**src/rtl/stepper_seq_ctrl.sv**
```systemverilog
// Unipolar stepper phase sequencer: wave / full / half-step drive, step-rate
// prescaler, counted or continuous moves, start/busy/done handshake and a
// wrapping signed position counter.
module stepper_seq_ctrl #(
    parameter int DIV_W = 16,
    parameter int CNT_W = 16,
    parameter int POS_W = 24
) (
    input  logic             clk,
    input  logic             rst,
    input  logic             en,
    input  logic             start,
    input  logic [1:0]       mode,
    input  logic             dir,
    input  logic [DIV_W-1:0] period,
    input  logic [CNT_W-1:0] nsteps,
    input  logic             cont,
    input  logic             abort,
    input  logic             hold,
    output logic             busy,
    output logic             done,
    output logic             step_pulse,
    output logic [3:0]       coils,
    output logic [POS_W-1:0] position
);

    typedef enum logic {IDLE, RUN} state_t;

    localparam logic [DIV_W-1:0] DIV_ONE = DIV_W'(1);
    localparam logic [CNT_W-1:0] CNT_ONE = CNT_W'(1);
    localparam logic [POS_W-1:0] POS_ONE = POS_W'(1);

    state_t           state, state_n;
    logic [2:0]       idx, idx_n;
    logic [DIV_W-1:0] presc, presc_n;
    logic [DIV_W-1:0] period_r, period_n;
    logic [CNT_W-1:0] remaining, rem_n;
    logic [POS_W-1:0] pos_n;
    logic             half_r, half_n;
    logic             dir_r, dir_n;
    logic             cont_r, cont_n;
    logic             tick;
    logic [2:0]       step_amt;
    logic [3:0]       coils_n;

    // Coil pattern for each of the eight half-step positions
    function automatic logic [3:0] phase(input logic [2:0] i);
        case (i)
            3'd0:    phase = 4'b0001;
            3'd1:    phase = 4'b0011;
            3'd2:    phase = 4'b0010;
            3'd3:    phase = 4'b0110;
            3'd4:    phase = 4'b0100;
            3'd5:    phase = 4'b1100;
            3'd6:    phase = 4'b1000;
            default: phase = 4'b1001;
        endcase
    endfunction

    assign step_amt = half_r ? 3'd1 : 3'd2;

    // Next-state, run bookkeeping and registered-output values
    always_comb begin
        state_n  = state;
        idx_n    = idx;
        presc_n  = presc;
        period_n = period_r;
        rem_n    = remaining;
        pos_n    = position;
        half_n   = half_r;
        dir_n    = dir_r;
        cont_n   = cont_r;
        tick     = 1'b0;
        case (state)
            IDLE: begin
                if (en && start) begin
                    state_n  = RUN;
                    // Move parameters are frozen here for the whole run
                    period_n = (period == '0) ? DIV_ONE : period;
                    presc_n  = (period == '0) ? DIV_ONE : period;
                    rem_n    = nsteps;
                    half_n   = mode[1];
                    dir_n    = dir;
                    cont_n   = cont;
                    // Align idx to the mode's phase family so the run's coil
                    // patterns stay on even (wave) or odd (full) entries
                    if (mode == 2'b00)      idx_n = {idx[2:1], 1'b0};
                    else if (mode == 2'b01) idx_n = {idx[2:1], 1'b1};
                end
            end
            RUN: begin
                if (!en) begin
                    state_n = IDLE;
                end else if (!cont_r && remaining == '0) begin
                    // Zero-length counted move: finish without stepping
                    state_n = IDLE;
                end else begin
                    if (presc == DIV_ONE) begin
                        tick    = 1'b1;
                        presc_n = period_r;
                    end else begin
                        presc_n = presc - DIV_ONE;
                    end
                    if (tick) begin
                        idx_n = dir_r ? idx - step_amt : idx + step_amt;
                        pos_n = dir_r ? position - POS_ONE : position + POS_ONE;
                        if (!cont_r) begin
                            rem_n = remaining - CNT_ONE;
                            if (remaining == CNT_ONE) state_n = IDLE;
                        end
                    end
                    // A step due on the same edge as abort is still taken
                    if (abort) state_n = IDLE;
                end
            end
            default: state_n = IDLE;
        endcase
        coils_n = (en && (state_n == RUN || hold)) ? phase(idx_n) : 4'b0000;
    end

    // State and datapath registers
    always_ff @(posedge clk or posedge rst) begin
        if (rst) begin
            state      <= IDLE;
            idx        <= '0;
            presc      <= '0;
            period_r   <= '0;
            remaining  <= '0;
            position   <= '0;
            half_r     <= 1'b0;
            dir_r      <= 1'b0;
            cont_r     <= 1'b0;
            busy       <= 1'b0;
            done       <= 1'b0;
            step_pulse <= 1'b0;
            coils      <= 4'b0000;
        end else begin
            state      <= state_n;
            idx        <= idx_n;
            presc      <= presc_n;
            period_r   <= period_n;
            remaining  <= rem_n;
            position   <= pos_n;
            half_r     <= half_n;
            dir_r      <= dir_n;
            cont_r     <= cont_n;
            busy       <= (state_n == RUN);
            done       <= (state == RUN) && (state_n == IDLE);
            step_pulse <= tick;
            coils      <= coils_n;
        end
    end

endmodule

```
**config.mk**
```make
export PLATFORM = sky130hd
export DESIGN_NAME = stepper_seq_ctrl
export DESIGN_NICKNAME = d
export VERILOG_FILES = /design/src/rtl/stepper_seq_ctrl.sv
export SDC_FILE = /design/constraint.sdc
export NUM_CORES = 1
export LEC_CHECK = 0
export ABC_CLOCK_PERIOD_IN_PS = 3600
export BUFFER_PORTS_ARGS = -buffer_cell sky130_fd_sc_hd__buf_2
export CORE_UTILIZATION = 59
export CTS_CLUSTER_SIZE = 12
export DETAILED_ROUTE_END_ITERATION = 12
export PLACE_DENSITY_LB_ADDON = 0.12
export SETUP_SLACK_MARGIN = 0.05
export SLEW_MARGIN = 15
export SYNTH_ARGS = -nofsm -noshare
export SYNTH_HDL_FRONTEND = slang
export SYNTH_SLANG_ARGS = --single-unit
```
**constraint.sdc**
```tcl
create_clock -name clk -period 3.6 [get_ports clk]
set_input_delay 0.36 -clock clk [delete_from_list [all_inputs] [get_ports clk]]
set_output_delay 0.36 -clock clk [all_outputs]
set_load 0.05 [all_outputs]
```
==> metrics.txt, run 1 <==
Core Region=9200 sq um; length of the first detailed-routing pass in iterations=5; crit path time final=roughly 2900 ps; number of storage elements in the synthesis netlist=85; CTS root buffer=sky130_fd_sc_hd__clkbuf_8; startpoint types=register; number of buffers inserted by hold repair at cts=0; first-pass GRT wire length=roughly 22000 microns; setup repair after global routing missed its margin=false; CTS tree=done; number of antenna diodes=0; Final Power=~0.0028 W; Post-Route Hold Slack=between 70 and 80 ps; clock-pin slew reported for the worst setup and hold paths after clock tree synthesis=80 ps; via count=approximately 5000; die outline height=99.3 microns; RePlAce Congestion=between 0.8 and 0.9; Worst Skew=roughly 10 ps; Starting Density=60.7%; static leakage=between 2 and 3 nW; Synth-to-Final Area Change=12.3%; required time at the worst-slack endpoint=between 3000 and 4000 ps; final hold viol count=0; Die Span X=approximately 99 microns; share of post-route cells with drive strength above 1=18.3%; average cell area after synthesis=8.95 sq um; number of nets with antenna violations after routing=0; count of buffers added by post-CTS timing repair for setup=0; number of enable flip-flop cells after synthesis=0; Worst Hold Class=primary input to async pin; std cell rows=35; Clock Path Buffers=2; final cell utilization of the core=approximately two thirds; Arrival @ worst endpoint=roughly 3200 ps; net count reported at finish=762; global route overflow=0; Post-synth ARST share=100%; TritonCTS buffer count=9; CTS H-Tree Depth=3; critical path start-end classification=register to register; status=finished clean; Final Cycle Share=81.7%; max-slew violation count=0; sequential cell area fraction in the yosys report=between 30% and 40%; number of antenna violations at the first check in global routing=0; average wire length per cell after detail routing=16.2 microns; normalized max-slew margin=just under 40%; biggest fanout along the worst timing path=34; insertion delay to the later sink of the worst-skew pair=about 360 ps; P per Cell Area=between 400 and 500 nW/um^2; setup TNS=0 ps; gate count after technology mapping=between 600 and 700; Synthesized Nets=approximately 700; highest achievable clock rate=between 0.3 and 0.4 GHz; slew at the pin closest to its max-slew limit=918 ps; via count of the first global-routing pass=around 4900; wire length reported by the detailed router=13000 microns; total of warnings raised by yosys=0; final HPWL from detailed placement=approximately 9400 microns; I/O pin count=73; IO buf count=between 70 and 80; Max Cap Violations=0; Mapped Area=~5600 sq um; number of remaining DRC errors=0; global-route total usage across every layer=between 20% and 30%; worst reg-to-reg setup slack=660 ps; die area=a little under 10000 sq um; worst-case vdd ir drop=about 0.00026 V; number of library cell types mapped by synthesis=64; number of violations reported at the end of detailed-routing iteration 0=280; largest net degree at the start of global routing=38; clock sinks=85; post-CTS resize count=0; CP endpoint kind=register; total of endpoints with negative setup slack in the final report=0; mean number of vias per cell=just over 6; Top FF cell, synth=sky130_fd_sc_hd__dfrtp_1
-- layout make-up --
cell class | instances | area [sq um]
tap | 111 | 139
sequential | 85 | 2130
clock buffer | 11 | 131
timing repair buffer | 82 | 435
fill | 763 | 2930
multi-input combinational | 490 | 3250
inverter | 22 | 83.8
clock inverter | 4 | 97.6
-- worst paths after layout --
| kind | from | cells after the start | to |
|---|---|---|---|
| worst max-delay path | remaining[0] | 9 | position[22] |
| worst min-delay path | rst | 2 | position[9] |
| worst max register to register | remaining[0] | 9 | position[22] |
| worst min register to register | period_r[0] | 1 | period_r[0] |
| max in group asynchronous | rst | 3 | state |
| min in group clk | cont | 2 | cont_r |
-- cell usage after synthesis, drive strengths merged, types with 13 or more instances --
cell type / number / share of area (%)
a21oi: 43 / 3.9
clkbuf: 20 / 1.3
dfrtp: 85 / 38
ha: 28 / 6.3
inv: 21 / 1.4
mux2: 23 / 4.6
nand2: 77 / 5.2
nand3: 14 / 1.3
nor2: 38 / 2.6
nor3: 16 / 1.4
o211ai: 13 / 1.7
o21ai: 47 / 4.2
xnor2: 16 / 2.5
-- worst max-delay path: stages, from the launching register on --
cell	delay, ps
sky130_fd_sc_hd__dfrtp_1	420
sky130_fd_sc_hd__inv_1	140
sky130_fd_sc_hd__ha_1	160
sky130_fd_sc_hd__or4b_1	430
sky130_fd_sc_hd__or4_1	550
sky130_fd_sc_hd__nand4_1	210
sky130_fd_sc_hd__buf_4	320
sky130_fd_sc_hd__inv_2	170
sky130_fd_sc_hd__o2111a_1	160
sky130_fd_sc_hd__a211o_1	260
-- registers in the layout (all words and copies together), names as in the netlist --
register    cells
position       24
period_r       16
presc          16
remaining      16
coils           4
idx             3
cont_r          1
dir_r           1
done            1
half_r          1
state           1
step_pulse      1
-- report_power, final --
group          total (W)  leakage [nW]  switching [W]  internal [W]
Clock           0.000800         0.110       0.000342      0.000458
Combinational   0.000760          1.73       0.000427      0.000333
Sequential       0.00126          1.06       0.000158       0.00110
-- layout by cell type, fill, tap and decap left out, types with 5 or more instances in the layout --
cell,n
sky130_fd_sc_hd__xor2_1,10
sky130_fd_sc_hd__buf_4,10
sky130_fd_sc_hd__buf_2,72
sky130_fd_sc_hd__clkbuf_8,9
sky130_fd_sc_hd__nor2_1,38
sky130_fd_sc_hd__nand2_1,77
sky130_fd_sc_hd__a2bb2oi_1,5
sky130_fd_sc_hd__o22ai_1,8
sky130_fd_sc_hd__a211oi_1,5
sky130_fd_sc_hd__o31ai_1,9
sky130_fd_sc_hd__xnor2_1,16
sky130_fd_sc_hd__nor3_1,16
sky130_fd_sc_hd__and2_1,6
sky130_fd_sc_hd__nor4_1,10
sky130_fd_sc_hd__or3_1,7
sky130_fd_sc_hd__ha_1,28
sky130_fd_sc_hd__nand4_1,8
sky130_fd_sc_hd__mux2i_1,9
sky130_fd_sc_hd__o211ai_1,13
sky130_fd_sc_hd__inv_1,19
sky130_fd_sc_hd__o21a_1,7
sky130_fd_sc_hd__mux2_2,23
sky130_fd_sc_hd__o21ai_0,47
sky130_fd_sc_hd__a211o_1,5
sky130_fd_sc_hd__a31oi_1,12
sky130_fd_sc_hd__nand3_1,14
sky130_fd_sc_hd__dfrtp_1,84
sky130_fd_sc_hd__nand2b_1,5
sky130_fd_sc_hd__a21oi_1,43
sky130_fd_sc_hd__a21o_1,12
-- per-stage QoR --
step | setup slack (ps) | instances | area [sq um]
2_1_floorplan | 872 | 624 | 5580
3_3_place_gp | 750 | 790 | 6040
3_5_place_dp | 669 | 790 | 6040
4_1_cts | 648 | 805 | 6270
5_1_grt | 433 | 805 | 6270
6_report | 657 | 805 | 6270
-- cell families (layout without fill, tap and decap cells) --
group,count (synthesis),after routing,share of synthesized area [%]
flops,85,85,38.1
xor+xnor,26,26,4.08
buf+inv,49,119,3.65
mux,32,32,6.25
simple gates,202,202,17.2
fa+ha+maj,30,30,6.99
compound gates,200,200,23.7
-- layer usage --
layer	track usage (%)	share of wire, %	up-vias
met3	3.16	3.8	31
met5	0	0	-
met1	33.0	43	2378
met4	13.0	2.7	0
li1	-	-	2445
met2	50.4	50	148
Power figures use the tool's default switching activity.
==> run 2, diff against run 1 <==
- ABC_CLOCK_PERIOD_IN_PS: 3600 -> 3000
- clock period: 3.6 -> 3 ns (I/O delays scaled with it)
==> metrics.txt, run 2 (same netlist as run 1, synthesis figures left out) <==
status=finished clean; clock-pin slew reported for the worst setup and hold paths after clock tree synthesis=approximately 90 ps; max-slew violation count=0; Final Cycle Share=~90%; I/O pin count=73; Clock Path Buffers=2; worst-case vdd ir drop=0.000288 V; setup TNS=0 ps; length of the first detailed-routing pass in iterations=4; number of buffers inserted by hold repair at cts=0; startpoint types=register; number of antenna violations at the first check in global routing=0; via count of the first global-routing pass=~5000; Arrival @ worst endpoint=between 2000 and 3000 ps; Max Cap Violations=0; Die Span X=about 100 microns; static leakage=just under 3 nW; TritonCTS buffer count=9; P per Cell Area=roughly 530 nW/um^2; highest achievable clock rate=around 0.37 GHz; std cell rows=35; insertion delay to the later sink of the worst-skew pair=around 350 ps; global route overflow=0; Worst Hold Class=primary input to async pin; normalized max-slew margin=between 50% and 60%; CTS tree=done; CTS H-Tree Depth=3; share of post-route cells with drive strength above 1=about a fifth; Post-Route Hold Slack=between 3 and 4 ps; global-route total usage across every layer=approximately 28%; register name with the most flops=position; clock sinks=85; Core Region=just over 9000 sq um; number of violations reported at the end of detailed-routing iteration 0=between 200 and 300; setup repair after global routing missed its margin=false; Worst Skew=approximately 10 ps; wire length reported by the detailed router=13500 microns; required time at the worst-slack endpoint=approximately 3200 ps; crit path time final=between 2000 and 3000 ps; number of antenna diodes=0; Largest register FFs=24; most common cell after layout, fill and taps aside=sky130_fd_sc_hd__dfrtp_1; highest-count cells in the layout ignoring fill and taps=sky130_fd_sc_hd__dfrtp_1, sky130_fd_sc_hd__nand2_1, sky130_fd_sc_hd__buf_2, sky130_fd_sc_hd__o21ai_0, sky130_fd_sc_hd__a21oi_1; CTS root buffer=sky130_fd_sc_hd__clkbuf_8; final HPWL from detailed placement=9910 microns; fill cell instance count of the final layout=743; Synth-to-Final Area Change=13.0%; die area=slightly below 10000 sq um; biggest fanout along the worst timing path=5; first-pass GRT wire length=approximately 23000 microns; number of nets with antenna violations after routing=0; RePlAce Congestion=about 0.9; largest net degree at the start of global routing=37; total of endpoints with negative setup slack in the final report=0; final cell utilization of the core=about two thirds; net count reported at finish=770; CP endpoint kind=register; Starting Density=60.7%; slew at the pin closest to its max-slew limit=a little under 700 ps; mean number of vias per cell=6.29; number of remaining DRC errors=0; average wire length per cell after detail routing=around 17 microns; IO buf count=72; final hold viol count=0; via count=approximately 5100; die outline height=about 99 microns; critical path start-end classification=register to register
run 2: changes by cell type in the layout (fill, tap and decap cells not counted):
| cell | change |
|---|---|
| sky130_fd_sc_hd__buf_4 | +8 |
| sky130_fd_sc_hd__bufinv_16 | -1 |
| sky130_fd_sc_hd__clkinvlp_4 | +1 |
| sky130_fd_sc_hd__dfrtp_1 | -1 |
| sky130_fd_sc_hd__dfrtp_2 | +1 |
| sky130_fd_sc_hd__or4_1 | -1 |
| sky130_fd_sc_hd__or4_4 | +1 |
run 2: power by group:
part / total, W / internal, W / switching [W]
Combinational: 0.000934 / 0.000410 / 0.000524
Clock: 0.000880 / 0.000466 / 0.000415
Sequential: 0.00151 / 0.00132 / 0.000193
run 2: layer usage:
metal	global-route usage [%]	part of all wire, %	vias to the layer above
li1	-	-	2440
met1	34.4	42	2491
met2	51.3	51	162
met3	4.01	4.5	24
met4	10.9	2.0	0
met5	0	0	-
run 2: critical path, cell delays in order (launching register included):
cell	delay [ps]
sky130_fd_sc_hd__dfrtp_1	400
sky130_fd_sc_hd__inv_1	150
sky130_fd_sc_hd__ha_1	160
sky130_fd_sc_hd__or4b_1	420
sky130_fd_sc_hd__or4_4	480
sky130_fd_sc_hd__nand4_1	160
sky130_fd_sc_hd__mux2i_1	290
sky130_fd_sc_hd__clkinv_1	180
sky130_fd_sc_hd__nor3_1	280
sky130_fd_sc_hd__nor3b_1	80
run 2: cell type report:
class / instances / area, sq um / area share, %
clock buffer: 11 / 131 / 2.08
clock inverter: 4 / 75.1 / 1.19
inverter: 22 / 83.8 / 1.33
multi-input combinational: 490 / 3260 / 51.6
sequential: 85 / 2130 / 33.7
tap: 111 / 139 / 2.20
timing repair buffer: 90 / 495 / 7.85
run 2: stage by stage:
stage,total power [W],cells,instance area (sq um),setup WS [ps]
floorplan,0.00219,624,5580,272
global placement,0.00241,798,6100,308
detailed placement,0.00245,798,6100,181
CTS,0.00333,813,6300,189
global route,0.00352,813,6310,124
finish,0.00333,813,6310,279
run 2: repair_timing:
item,CTS,global route
buffers inserted,0,0
resized for setup,0,2
endpoints found under the setup margin,0,3
run 2: worst paths after layout:
kind | from | end | slack, ps | depth (start not counted)
worst max-delay path | remaining[1] | coils[3] | 280 | 9
worst min-delay path | rst | position[10] | 4 | 2
worst max register to register | remaining[1] | coils[3] | 280 | 9
worst min register to register | period_r[0] | period_r[0] | 490 | 1
max in group asynchronous | rst | dir_r | 2070 | 3
min in group clk | period[10] | period_r[10] | 210 | 2
